==> src/rtl/set_cond_pkg.sv <==
// Shared definitions for the set-on-condition sequencer: opcodes, FSM state
// encoding and the opcode/flag evaluation used by every set path.
package set_cond_pkg;

    localparam logic [2:0] OP_SEQ = 3'd0;
    localparam logic [2:0] OP_SNE = 3'd1;
    localparam logic [2:0] OP_SLT = 3'd2;
    localparam logic [2:0] OP_SGT = 3'd3;
    localparam logic [2:0] OP_SLE = 3'd4;
    localparam logic [2:0] OP_SGE = 3'd5;

    localparam logic [1:0] S_IDLE = 2'd0;
    localparam logic [1:0] S_ARB  = 2'd1;
    localparam logic [1:0] S_WAIT = 2'd2;
    localparam logic [1:0] S_DONE = 2'd3;

    typedef enum logic [1:0] {
        ST_IDLE = S_IDLE,
        ST_ARB  = S_ARB,
        ST_WAIT = S_WAIT,
        ST_DONE = S_DONE
    } state_t;

    function automatic logic op_legal(input logic [2:0] op);
        return (op <= OP_SGE);
    endfunction

    // z = difference is zero, c = carry-out of A + ~B + 1 (A >= B unsigned)
    function automatic logic set_flag(input logic [2:0] op, input logic z, input logic c);
        logic f;
        f = 1'b0;
        case (op)
            OP_SEQ:  f = z;
            OP_SNE:  f = !z;
            OP_SLT:  f = !c;
            OP_SGT:  f = c && !z;
            OP_SLE:  f = !c || z;
            OP_SGE:  f = c;
            default: f = 1'b0;
        endcase
        return f;
    endfunction

endpackage

==> src/rtl/set_flag_decode.sv <==
// Combinational opcode/zero/carry to set-flag decode, shared between the
// sequenced and single-cycle set paths.
module set_flag_decode
    import set_cond_pkg::*;
(
    input  logic [2:0] op,
    input  logic       z,
    input  logic       c,
    output logic       flag
);

    assign flag = set_flag(op, z, c);

endmodule

==> src/rtl/set_cond_sequencer.sv <==
// Runs one set-on-condition instruction at a time through the shared ALU
// subtractor: accept, arbitrate, wait for the difference, return a 0/1 value.
module set_cond_sequencer
    import set_cond_pkg::*;
#(
    parameter int W       = 32,
    parameter int TAG_W   = 4,
    parameter int TIMEOUT = 15
) (
    input  logic             clk,
    input  logic             rst_n,
    input  logic             req_valid,
    output logic             req_ready,
    input  logic [2:0]       req_op,
    input  logic [W-1:0]     req_a,
    input  logic [W-1:0]     req_b,
    input  logic [TAG_W-1:0] req_tag,
    output logic             alu_req,
    input  logic             alu_gnt,
    output logic [W-1:0]     alu_a,
    output logic [W-1:0]     alu_b,
    output logic             alu_sub,
    input  logic             alu_rvalid,
    input  logic [W-1:0]     alu_res,
    input  logic             alu_cout,
    output logic             res_valid,
    input  logic             res_ready,
    output logic [W-1:0]     res_set,
    output logic [TAG_W-1:0] res_tag,
    output logic             res_err,
    output logic             busy
);

    localparam int CNT_W = $clog2(TIMEOUT + 1);

    state_t           state, state_nxt;
    logic [2:0]       op_q;
    logic [TAG_W-1:0] tag_q;
    logic [CNT_W-1:0] cnt;
    logic             req_legal;
    logic             accept;
    logic             res_z;
    logic             flag;
    logic             wait_last;

    assign req_legal = op_legal(req_op);
    assign accept    = req_valid && (state == ST_IDLE);
    assign res_z     = (alu_res == '0);
    assign wait_last = (cnt == CNT_W'(TIMEOUT - 1));

    set_flag_decode u_flag (
        .op   (op_q),
        .z    (res_z),
        .c    (alu_cout),
        .flag (flag)
    );

    // Handshake outputs are decoded from state so reset removes them at once
    assign req_ready = rst_n && (state == ST_IDLE);
    assign alu_req   = (state == ST_ARB);
    assign alu_sub   = (state == ST_ARB);
    assign res_valid = (state == ST_DONE);
    assign busy      = (state != ST_IDLE);

    always_ff @(posedge clk or negedge rst_n) begin
        if (!rst_n) begin
            state <= ST_IDLE;
        end else begin
            state <= state_nxt;
        end
    end

    always_comb begin
        state_nxt = state;
        case (state)
            ST_IDLE: if (req_valid) state_nxt = req_legal ? ST_ARB : ST_DONE;
            ST_ARB:  if (alu_gnt) state_nxt = ST_WAIT;
            ST_WAIT: if (alu_rvalid || wait_last) state_nxt = ST_DONE;
            ST_DONE: if (res_ready) state_nxt = ST_IDLE;
            default: state_nxt = ST_IDLE;
        endcase
    end

    always_ff @(posedge clk or negedge rst_n) begin
        if (!rst_n) begin
            op_q    <= '0;
            tag_q   <= '0;
            alu_a   <= '0;
            alu_b   <= '0;
            cnt     <= '0;
            res_set <= '0;
            res_tag <= '0;
            res_err <= 1'b0;
        end else begin
            if (accept) begin
                op_q  <= req_op;
                tag_q <= req_tag;
                alu_a <= req_a;
                alu_b <= req_b;
                if (!req_legal) begin
                    res_set <= '0;
                    res_tag <= req_tag;
                    res_err <= 1'b1;
                end
            end

            cnt <= (state == ST_WAIT) ? cnt + CNT_W'(1) : '0;

            // A result arriving on the final wait cycle still beats the timeout
            if (state == ST_WAIT) begin
                if (alu_rvalid) begin
                    res_set <= W'(flag);
                    res_tag <= tag_q;
                    res_err <= 1'b0;
                end else if (wait_last) begin
                    res_set <= '0;
                    res_tag <= tag_q;
                    res_err <= 1'b1;
                end
            end
        end
    end

endmodule

==> config.mk <==
export PLATFORM = sky130hd
export DESIGN_NAME = set_cond_sequencer
export DESIGN_NICKNAME = d
export VERILOG_FILES = /design/src/rtl/set_cond_pkg.sv /design/src/rtl/set_flag_decode.sv /design/src/rtl/set_cond_sequencer.sv
export SDC_FILE = /design/constraint.sdc
export NUM_CORES = 1
export LEC_CHECK = 0
export ABC_CLOCK_PERIOD_IN_PS = 2000
export CAP_MARGIN = 20
export CORE_MARGIN = 8
export CORE_UTILIZATION = 40
export DETAILED_ROUTE_END_ITERATION = 10
export GPL_ROUTABILITY_DRIVEN = 0
export PLACE_DENSITY = 0.79
export SLEW_MARGIN = 20
export SYNTH_ARGS = -nofsm -noshare
export SYNTH_HDL_FRONTEND = slang
export SYNTH_SLANG_ARGS = --single-unit
==> constraint.sdc <==
create_clock -name clk -period 2 [get_ports clk]
set_clock_uncertainty 0.05 [all_clocks]
set_input_delay 0.2 -clock clk [delete_from_list [all_inputs] [get_ports clk]]
set_output_delay 0.2 -clock clk [all_outputs]
set_load 0.05 [all_outputs]
### Yosys cells after proc, flatten, opt, wreduce, memory -nomap -nowiden

Cells that the tools add are included.
W data, S select, Z words.

* magnitude comparators: 1
* add/sub/neg operators: 1
* multiplexer cells: 23
* eq/ne operators: 13
* reductions and logical operators: 12

Operators with widths (count)
* $mux W32: 5
* $logic_not A32 Y1: 1
* $mux W4: 6
* $mux W2: 5
* $pmux W2 S4: 1
* $eq A3 B2 Y1 const B: 2
* $eq A3 B3 Y1 const B: 2
* $pmux W1 S6: 1
* $mux W1: 5
* $add A4 B1 Y4 const B: 1
* $eq A2 B2 Y1 const B: 2
* $eq A4 B4 Y1 const B: 1
* $ne A2 B1 Y1 const B: 2
* $ne A2 B2 Y1 const B: 2
* $reduce_and A4 Y1: 1
* $eq A3 B1 Y1 const B: 1
* $le A3 B3 Y1 const B: 1
* $logic_and A1 B1 Y1: 3
* $logic_not A3 Y1: 1
* $eq A2 B1 Y1 const B: 1
* $logic_not A1 Y1: 2
* $logic_not A2 Y1: 1
* $logic_or A1 B1 Y1: 2
* $reduce_bool A2 Y1: 1

* output and inout port bits: 106
* register bits after elaboration: 114
* logic and storage cells: 59
* input port bits: 110

### Depth between registers and ports, before layout

* depth in word-level cells: 6
* gate-level depth with buffers: 8
* mapped depth without buffers: 6

### Modules after synthesis

Synthesis repeated with hierarchy kept, for this count alone.

* cells, all modules: 301
* area, all modules: 4410.5 um^2

Modules (own cells, without submodules)
* set_cond_sequencer: sequential area each 2852.7 um^2, times used 1, cells each 293, area an instance 4346.7 um^2
* set_flag_decode: sequential area each 0.0 um^2, times used 1, cells each 8, area an instance 63.8 um^2

### Worst setup path after synthesis

No wires, ideal clock.

* path type: register to register
* start point: reg state[0]
* end point: reg state[1]
* buffers on the path: 0
* arrival: 1617 ps
* setup time: 79 ps
* required time: 1871 ps
* stages on the path, launching flop included: 7
* period minus slack after synthesis: 1747 ps
* setup slack: 253 ps
* cell sequence: dfrtp_1 inv_1 ha_1 inv_1 o221ai_1 a31oi_1 mux2i_1

* longest elaborated chain between the ends: 3
* elaborated cells between the ends (all ways): 10

RTL lines
* start, declared: line set_cond_sequencer.sv:36 `state_t state, state_nxt;`
* start signal, assigned: line set_cond_sequencer.sv:69 `state <= state_nxt;`
* $eq A2 B2 Y1, or another cell as far along: line set_cond_sequencer.sv:75 `case (state)`
* $ne A2 B2 Y1 (no source line) or $ne A2 B1 Y1 (tied branches)
* $reduce_and A4 Y1 (no source line)

Several ways; a longest one is shown, not always the timed one.
A chain may end at the register's enable or synchronous reset.

### Worst setup path after layout

* start point: reg res_tag[1]
* end point: out res_tag[1]

RTL lines
* start, declared: line set_cond_sequencer.sv:29 `output logic [TAG_W-1:0] res_tag,`
* start signal, assigned: line set_cond_sequencer.sv:102 `res_tag <= req_tag;`
* start signal, assigned: line set_cond_sequencer.sv:113 `res_tag <= tag_q;`
* start signal, assigned: line set_cond_sequencer.sv:117 `res_tag <= tag_q;`

No word-level cell between the ends.

==> results.json <==
{
  "status": "complete, no violations",
  "startpoint_of_the_most_critical_register_to_register_path": "state[1]$_DFFE_PN0P_",
  "grt_usage_pct": 17.2,
  "antenna_left": 0,
  "floorplan.core_area_mm2": 0.0108,
  "crit_path_kind": "register to output pin",
  "postRouteWirelength_um": 12300,
  "starting_density_pct": 40.8,
  "clock_insertion_delay_worst_skew_ns": 0.50,
  "wirelength_per_cell_um": 18.2,
  "cts-buffers-inserted": 17,
  "synth-warning-count": 0,
  "max_freq_ghz": 0.512,
  "clock_tree.buffer_depth": 2,
  "irDropWorstVdd_mv": 1.12,
  "syn_nets": 415,
  "timing.hold.worst.class": "input pin to async pin",
  "avgSynthCellArea_um2": 14.8,
  "post_synthesis_sequential_area_ratio_pct": 64.8,
  "cts_root_buf": "sky130_fd_sc_hd__clkbuf_8",
  "setup_total_negative_slack_ns": 0,
  "max-cap-violations": 0,
  "nNetsFinal": 643,
  "timing.critical_path.slowest_cell_delay_ns": 0.85,
  "instances_no_fill": 679,
  "timing_max_transition_violations_final": 0,
  "yosys_register_bits": 114,
  "cts_num_sinks": 114,
  "number_of_placed_cells_counting_well_taps": 646,
  "final.period_utilization_pct": 97.6,
  "cts.reportedPaths.clkPinSlew_ns": 0.06,
  "crit_path_cell_trace": "clkdlybuf4s50_1",
  "detail_route.first_pass.iterations": 4,
  "first_iter_violations": 153,
  "grt_setup_unrepaired": "false",
  "report.final.hold_viol_count": 0,
  "antenna_cells": 0,
  "port-buffer-count": 215,
  "regToRegSetupSlack_ns": 0.21,
  "antenna_found_initial": 0,
  "number_of_global_route_vias_before_repair": 3631,
  "endpoint_kind": "output pin",
  "drc": 0,
  "drive_above_1_share_pct": 21.9,
  "arrival_time_at_the_worst_endpoint_ns": 1.70,
  "crit_path_start_kind": "register",
  "flow.area_growth_from_synthesis_pct": 66.7,
  "synthDistinctLibCells": 32,
  "detail_route.vias_per_cell": 4.73,
  "floorplan.io_pins": 216,
  "clock_tree_from_tritoncts": "done",
  "reg2reg_to": "res_set[8]$_DFF_PN0_",
  "synthCells": 298,
  "height_of_the_die_um": 121,
  "yosys-top-cells-area": "sky130_fd_sc_hd__dfrtp_1, sky130_fd_sc_hd__mux2_2, sky130_fd_sc_hd__and2_1",
  "std_cell_rows": 38,
  "grt_max_degree": 115,
  "post-synth-top-area-cell": "sky130_fd_sc_hd__dfrtp_1",
  "total_standard_cell_area_after_synthesis_mm2": 0.00440,
  "synth_flop_cell": "sky130_fd_sc_hd__dfrtp_1",
  "worst-path-buf-inv": 1,
  "synth.top_cell.area_share_pct": 64.8,
  "setup_violations": 0,
  "max_slew.worst_pin.slew_ns": 0.616,
  "htree_num_levels": 4,
  "timing.critical_path.max_delay_family": "buffers and inverters",
  "die_w_um": 121,
  "critPathMaxFanout": 2,
  "power_per_cell_area_mw_per_mm2": 1740,
  "required_worst_endpoint_ns": 1.75,
  "worst_slew_margin_rel_pct": 58.9,
  "critical_path_top_delay_cell": "sky130_fd_sc_hd__clkdlybuf4s50_1",
  "worstRegToRegCells": 6,
  "dieArea_mm2": 0.0146,
  "hpwl_um": 9360,
  "cellLeakagePower_nw": 3.19,
  "postSynth.asyncResetShare_pct": 100,
  "dr_total_vias": 3209,
  "grt_pass1_wl_um": 19600,
  "synth_enable_flop_cells": 0,
  "finalHoldWorstSlack_ns": 0.246,
  "grt_overflow": 0,
  "period_needed_ns": 1.95
}
## placed cells by master, fill, tap and decap left out, drive strengths merged, types with 6 or more instances in the layout
master         netlist  final
clkdlybuf4s50        0    206
o21ai                6      6
nand2                7      7
nor4                 8      8
buf                 12     11
and2                35     35
inv                  6     10
mux2                71     71
dfrtp              114    114
clkbuf               0     17
ha                   7      7
## flip-flops by register name, summed over array words and instances, names as in the netlist
name and flops:
res_err 1, res_tag 4, cnt 4, res_set 32
alu_b 32, alu_a 32, op_q 3, tag_q 4
state 2
## what timing repair did
action / 4_1_cts / 5_1_grt
buffers inserted: 0 / 0
endpoints found under the setup margin: 2 / 33
hold buffers: 1 / 0
pin swaps: 0 / 0
gates resized for setup: 2 / 3
hold endpoints to repair: 114 / 0
## routing by layer
metal / GRT usage, % / share of wire (%) / up-vias
li1: - / - / 1491
met2: 29.6 / 52 / 123
met4: 6.25 / 2.0 / 0
met1: 18.7 / 37 / 1573
met5: 0 / 0 / -
met3: 7.03 / 8.9 / 22
## final cells by class
cell class              count  area (um2)
fillers                   796        3450
clock inverters            15         158
repair buffers            221        2250
multi-input cells         166        1470
flip-flops and latches    114        2850
inverters                   6        22.5
clock buffers              17         414
well taps                 140         175
## stage by stage
stage | setup slack [ns] | power (W) | cell area (um2) | util (%)
6_report | 0.0484 | 0.0128 | 7340 | 68.0
5_1_grt | 0.00131 | 0.0133 | 7340 | 68.0
4_1_cts | 0.0185 | 0.0129 | 7330 | 68.0
3_5_place_dp | 0.114 | 0.00998 | 6760 | 62.6
3_3_place_gp | 0.215 | 0.00985 | 6760 | 62.6
2_1_floorplan | 0.253 | 0.00768 | 4400 | -
## cell usage after synthesis, drive strengths merged, types with 3 or more instances
library cell / count
o21ai: 6
mux2: 71
ha: 7
mux2i: 5
nor4: 8
inv: 6
buf: 12
and2: 35
dfrtp: 114
nand2: 7
nor2b: 3
## kinds of logic after synthesis
logic type / Yosys count / share of synthesized area, %
simple gates: 65 / 9.06
xor+xnor: 3 / 0.597
compound gates: 15 / 2.22
flops: 114 / 64.8
mux: 76 / 19.3
buf+inv: 18 / 2.07
fa+ha+maj: 7 / 1.99
## where the power goes
part | switching [W] | leakage (nW) | total [W] | internal, W
clock | 0.00108 | 0.271 | 0.00286 | 0.00178
sequential | 0.000449 | 1.43 | 0.00360 | 0.00315
combinational | 0.00390 | 1.49 | 0.00631 | 0.00241
## worst max-delay path by stage
stage	startpoint	end	slack, ns	depth (start not counted)
6_report	res_tag[1]$_DFF_PN0_	res_tag[1]	0.05	1
5_1_grt	res_tag[1]$_DFF_PN0_	res_tag[1]	0.001	1
4_1_cts	res_tag[1]$_DFF_PN0_	res_tag[1]	0.02	1
3_5_place_dp	state[1]$_DFFE_PN0P_	res_set[18]$_DFF_PN0_	0.11	6
3_3_place_gp	req_valid	res_set[13]$_DFF_PN0_	0.21	5
2_1_floorplan	state[0]$_DFFE_PN0P_	state[1]$_DFFE_PN0P_	0.25	6
Note: power is estimated with default switching activity, not from simulation.
